<file path="src/rtl/bitonic_sort_engine.sv">
`timescale 1ns/1ps
// Bitonic sorting network for DEPTH keys per vector, stable on original index, direction chosen per vector.
// Latency: L = IW*(IW+1)/2 register stages, one vector accepted per cycle when not stalled.
// Backpressure: the whole pipeline freezes while out_valid && !out_ready, and in_ready drops in the same cycle.
module bitonic_sort_engine #(
   parameter  int DEPTH  = 8,
   parameter  int WIDTH  = 32,
   parameter  bit SIGNED = 1'b0,
   localparam int IW     = $clog2(DEPTH),
   localparam int L      = IW * (IW + 1) / 2,
   localparam int CW     = $clog2(L + 1)
) (
   input  logic                             clk,
   input  logic                             rst,
   input  logic                             in_valid,
   output logic                             in_ready,
   input  logic                             in_dir,
   input  logic [DEPTH-1:0][WIDTH-1:0]      in_keys,
   output logic                             out_valid,
   input  logic                             out_ready,
   output logic [DEPTH-1:0][WIDTH-1:0]      out_keys,
   output logic [DEPTH-1:0][IW-1:0]         out_idx,
   output logic                             out_dir,
   output logic [CW-1:0]                    inflight
);

   // Partner distance of compare stage s (merge block size k, sub-step j).
   function automatic int stage_j(input int s);
      int n;
      int r;
      n = 0;
      r = 1;
      for (int k = 2; k <= DEPTH; k = k * 2) begin
         for (int j = k / 2; j >= 1; j = j / 2) begin
            if (n == s) r = j;
            n = n + 1;
         end
      end
      return r;
   endfunction

   // Merge block size of compare stage s; selects the per-position direction.
   function automatic int stage_k(input int s);
      int n;
      int r;
      n = 0;
      r = 2;
      for (int k = 2; k <= DEPTH; k = k * 2) begin
         for (int j = k / 2; j >= 1; j = j / 2) begin
            if (n == s) r = k;
            n = n + 1;
         end
      end
      return r;
   endfunction

   function automatic logic key_lt(input logic [WIDTH-1:0] a, input logic [WIDTH-1:0] b);
      logic r;
      if (SIGNED) r = $signed(a) < $signed(b);
      else        r = a < b;
      return r;
   endfunction

   logic                adv;
   logic                in_xfer;
   logic                out_xfer;

   // Stage registers and the compare-exchange results feeding them.
   logic [WIDTH-1:0]    rk [L][DEPTH];
   logic [IW-1:0]       ri [L][DEPTH];
   logic                rd [L];
   logic                rv [L];
   logic [WIDTH-1:0]    nk [L][DEPTH];
   logic [IW-1:0]       ni [L][DEPTH];
   logic                nd [L];
   logic                nv [L];

   assign adv       = !rv[L-1] || out_ready;
   assign in_ready  = adv;
   assign in_xfer   = in_valid && adv;
   assign out_xfer  = rv[L-1] && out_ready;
   assign out_valid = rv[L-1];
   assign out_dir   = rd[L-1];

   genvar s, e;
   generate
      for (s = 0; s < L; s++) begin : g_stage
         localparam int J = stage_j(s);
         localparam int K = stage_k(s);
         logic [WIDTH-1:0] sk [DEPTH];
         logic [IW-1:0]    si [DEPTH];
         logic             sd;

         if (s == 0) begin : g_src_in
            for (e = 0; e < DEPTH; e++) begin : g_el
               assign sk[e] = in_keys[e];
               assign si[e] = IW'(e);
            end
            assign sd    = in_dir;
            assign nv[s] = in_valid;
         end else begin : g_src_reg
            assign sk    = rk[s-1];
            assign si    = ri[s-1];
            assign sd    = rd[s-1];
            assign nv[s] = rv[s-1];
         end
         assign nd[s] = sd;

         for (e = 0; e < DEPTH; e++) begin : g_ce
            if ((e & J) == 0) begin : g_pair
               // Key direction flips with the vector dir; the index tie-break follows only the
               // network position, so equal keys end lower-index-first in both directions.
               localparam bit NDESC = (e & K) != 0;
               logic a_first;
               assign a_first = (sk[e] != sk[e+J]) ? (key_lt(sk[e], sk[e+J]) == (NDESC ^ sd))
                                                   : ((si[e] < si[e+J]) == !NDESC);
               assign nk[s][e]   = a_first ? sk[e]   : sk[e+J];
               assign nk[s][e+J] = a_first ? sk[e+J] : sk[e];
               assign ni[s][e]   = a_first ? si[e]   : si[e+J];
               assign ni[s][e+J] = a_first ? si[e+J] : si[e];
            end
         end
      end

      for (e = 0; e < DEPTH; e++) begin : g_out
         assign out_keys[e] = rk[L-1][e];
         assign out_idx[e]  = ri[L-1][e];
      end
   endgenerate

   // Advance all stages together; reset clears payload too so bubbles never carry X.
   always_ff @(posedge clk or negedge rst) begin
      if (!rst) begin
         for (int s2 = 0; s2 < L; s2++) begin
            rv[s2] <= 1'b0;
            rd[s2] <= 1'b0;
            for (int e2 = 0; e2 < DEPTH; e2++) begin
               rk[s2][e2] <= '0;
               ri[s2][e2] <= '0;
            end
         end
      end else if (adv) begin
         for (int s2 = 0; s2 < L; s2++) begin
            rv[s2] <= nv[s2];
            rd[s2] <= nd[s2];
            for (int e2 = 0; e2 < DEPTH; e2++) begin
               rk[s2][e2] <= nk[s2][e2];
               ri[s2][e2] <= ni[s2][e2];
            end
         end
      end
   end

   // Occupancy count: +1 per input transfer, -1 per output transfer.
   always_ff @(posedge clk or negedge rst) begin
      if (!rst) begin
         inflight <= '0;
      end else begin
         case ({in_xfer, out_xfer})
            2'b10:   inflight <= inflight + CW'(1);
            2'b01:   inflight <= inflight - CW'(1);
            default: inflight <= inflight;
         endcase
      end
   end

endmodule

</file>
<file path="config.mk">
export PLATFORM = sky130hd
export DESIGN_NAME = bitonic_sort_engine
export DESIGN_NICKNAME = d
export VERILOG_FILES = /design/src/rtl/bitonic_sort_engine.sv
export SDC_FILE = /design/constraint.sdc
export NUM_CORES = 2
export LEC_CHECK = 0
export ABC_CLOCK_PERIOD_IN_PS = 4700
export CORE_MARGIN = 1
export CORE_UTILIZATION = 60
export CTS_BUF_LIST = sky130_fd_sc_hd__clkbuf_16
export DETAILED_ROUTE_END_ITERATION = 7
export MAX_ROUTING_LAYER = met4
export PLACE_DENSITY_LB_ADDON = 0.12
export SYNTH_ARGS = -nofsm -noshare
export SYNTH_HDL_FRONTEND = slang
export SYNTH_SLANG_ARGS = --single-unit
</file>
<file path="constraint.sdc">
create_clock -name clk -period 4.7 [get_ports clk]
set_clock_uncertainty 0.1 [all_clocks]
set_input_delay 0.705 -clock clk [delete_from_list [all_inputs] [get_ports clk]]
set_output_delay 0.705 -clock clk [all_outputs]
set_load 0.02 [all_outputs]
</file>
==> metrics <==
endpoint of the worst register-to-register path=g_stage[5].sk[0]; cell accounting for the most synthesized area=sky130_fd_sc_hd__dfrtp_1; number of instances resized during post-cts repair=0; CTS tree=yes; overall routed net length=339,000 um; per-cell via count in the routed design=6.24; cts bufs inserted=181; worst-case hold slack=0.272 ns; unique cell type count in the Yosys netlist=75; ys async rst share=100%; via count=81,800; number of pins exceeding their max-slew limit in the final report=0; starting density of the core=60.4%; share of the yosys chip area belonging to registers=43.7%; pin count of the biggest net entering global routing=301; number of cells traversed by the worst register-to-register path=10; Crit Path Category=reg2reg; final-stage net count=11,900; top cell type's share of synthesized area=43.7%; share of post-route cells with drive strength above 1=5.61%; transition time of the tightest slew-check pin=1.26 ns; class of the most critical hold timing path=in2async; number of nets produced by synthesis=11,500; sum of overflow across all layers after global routing=0; setup TNS=0 ns; worst-path maximum fanout=32; gate count after technology mapping=10,400; most common flop cell mapped by yosys=sky130_fd_sc_hd__dfrtp_1; Fin. Hold Viols=0; number of DRC markers after the initial detailed-route iteration=9,916; cell with the most instances after synthesis=sky130_fd_sc_hd__dfrtp_1; gp weighted congestion=1.09; Sinks on Clock Net=1,670; count of warnings emitted by yosys=0; global-route wire length before repair=501,000 um; post-synthesis instance area=95,500 um2; Worst setup EP type=flop; number of enable flip-flop cells after synthesis=0; number of global-route vias before repair=77,200; horizontal die dimension=401 um; total cell area at the placement stage=104,000 um2; # rows=146; count of unresolved DRC violations after routing=0; later-pin clock latency in the skew report=0.84 ns; startpoint class of the critical path=flop; most used standard cells in the synthesized netlist=sky130_fd_sc_hd__dfrtp_1, sky130_fd_sc_hd__a21oi_1, sky130_fd_sc_hd__mux2i_1; buffer levels on the longest clock path=3; number of input and output port buffers inserted=546; height of the die=401 um; Reg clk slew, reported paths=0.06 ns; final critical-path required period=4.33 ns; buffer cell driving the clock tree root=sky130_fd_sc_hd__clkbuf_16; max_cap viols=0; Core Footprint=158,000 um2; Ports=547; first-pass detailed-route iteration total=7; antenna viol nets, final=0; Area contributors post-synth=sky130_fd_sc_hd__dfrtp_1, sky130_fd_sc_hd__mux2i_1, sky130_fd_sc_hd__ha_1; maximum achievable frequency=231 MHz; arrival time worst endpoint=4.92 ns; final design utilization=69.6%; outcome=complete, no violations; required time at the worst-slack endpoint=5.29 ns; overall global routing resource usage=43.1%; area of all placed cells without fillers=110,000 um2; FILL cells=12,400; die area=161,000 um2; Period Utilization, post-route=92.1%; worst slew slack as a fraction of its limit=13.9%; WL/cell=25.8 um; RSZ-0062 raised after global routing=false; antenna violations before repair=15; total half-perimeter wirelength after legalization and detailed placement=264,000 um; post-synthesis average cell area=9.19 um2; final setup violating endpoints=0; H-tree lvl count=4; area growth from synthesis to final layout=15.2%; Reg2Reg Launch Point=g_stage[4].sk[90]; Yosys reg bits=1,670; flop2flop setup slack=0.37 ns
==> final cells by class <==
| class | instances | area, um2 | area share (%) |
|---|---|---|---|
| multi-input combinational | 7312 | 48000 | 43.6 |
| sequential | 1670 | 41800 | 38.0 |
| timing repair buffer | 879 | 8790 | 7.98 |
| clock buffer | 181 | 4530 | 4.11 |
| inverter | 839 | 3160 | 2.87 |
| tap | 2072 | 2590 | 2.36 |
| clock inverter | 142 | 1150 | 1.05 |
| antenna | 13 | 32.5 | 0.0296 |
==> registers in the layout, summed over array words and instances (netlist names), 3 cells and up <==
register	cells
g_stage.sd	5
g_stage.si	95
g_stage.sk	1280
inflight	3
nv	5
out_idx	24
out_keys	256
==> routing by layer <==
layer / GRT usage, % / part of all wire (%) / wire length (um) / vias up
li1: - / - / - / 37000
met1: 56.5 / 40 / 136000 / 40100
met2: 63.1 / 44 / 149000 / 3842
met3: 7.89 / 9.2 / 31200 / 825
met4: 24.2 / 6.8 / 22900 / 0
met5: - / 0 / 0 / -
==> per-stage QoR <==
stage | cells | worst slack [ns]
global placement | 12800 | 0.232
floorplan | 10400 | 1.51
finish | 13100 | 0.373
global route | 13100 | 0.335
detailed placement | 12800 | 0.0460
CTS | 13100 | 0.558
==> worst max path at each step <==
stage	from	to	slack, ns	depth (start not counted)
floorplan	in_keys[182]	g_stage[1].sk[110]	1.51	12
global placement	in_keys[171]	g_stage[1].sk[75]	0.23	14
detailed placement	in_keys[171]	g_stage[1].sk[95]	0.05	14
CTS	g_stage[3].sk[25]	g_stage[4].sk[131]	0.56	11
global route	g_stage[3].sk[26]	g_stage[4].sk[131]	0.34	11
finish	g_stage[4].sk[90]	g_stage[5].sk[0]	0.37	10
==> placed cells by master (no fill, tap or decap), types with 39 or more instances in the layout <==
cell type,count
sky130_fd_sc_hd__nor2_1,1083
sky130_fd_sc_hd__a21o_1,82
sky130_fd_sc_hd__ha_1,794
sky130_fd_sc_hd__clkdlybuf4s50_1,545
sky130_fd_sc_hd__buf_12,64
sky130_fd_sc_hd__a22oi_1,76
sky130_fd_sc_hd__nand3_1,91
sky130_fd_sc_hd__mux2i_1,1289
sky130_fd_sc_hd__o21ai_0,545
sky130_fd_sc_hd__nand2_1,1172
sky130_fd_sc_hd__a21oi_1,1528
sky130_fd_sc_hd__o21ai_1,91
sky130_fd_sc_hd__dfrtp_1,1670
sky130_fd_sc_hd__a31oi_1,39
sky130_fd_sc_hd__buf_4,268
sky130_fd_sc_hd__clkbuf_16,181
sky130_fd_sc_hd__inv_1,869
sky130_fd_sc_hd__nand4_1,138
sky130_fd_sc_hd__clkinv_1,39
==> logic make-up (layout without fill, tap and decap cells) <==
kind of cell	after synthesis	after routing	share of synthesized area, %
muxes	1293	1293	13.5
other	0	13	0
AOI/OAI and AO/OA	2560	2560	14.5
xor gates and xnor gates	8	8	0.0733
and+or+nand+nor	2656	2656	11.4
buffers and inverters	1418	2041	6.26
adders and majority gates	795	795	10.4
DFF	1670	1670	43.7
==> what timing repair did <==
item	4_1_cts	5_1_grt
hold buffers	1	0
endpoints found under the hold margin	93	0
setup endpoints to repair	0	0
setup buffers	0	0
==> critical path, cell delays in order, from the launching register on <==
cell and delay, ns:
sky130_fd_sc_hd__dfrtp_1 0.49, sky130_fd_sc_hd__ha_1 0.34, sky130_fd_sc_hd__a21o_1 0.19, sky130_fd_sc_hd__a221o_1 0.33, sky130_fd_sc_hd__a221oi_1 0.53, sky130_fd_sc_hd__o21ai_0 0.25
sky130_fd_sc_hd__or3_1 0.44, sky130_fd_sc_hd__a31oi_4 0.23, sky130_fd_sc_hd__buf_12 0.27, sky130_fd_sc_hd__mux2i_1 0.85, sky130_fd_sc_hd__a21oi_1 0.16
Power is left out: the tool's default activity adds up to more than one toggle a clock period on the data nets, which glitch-free logic cannot reach.
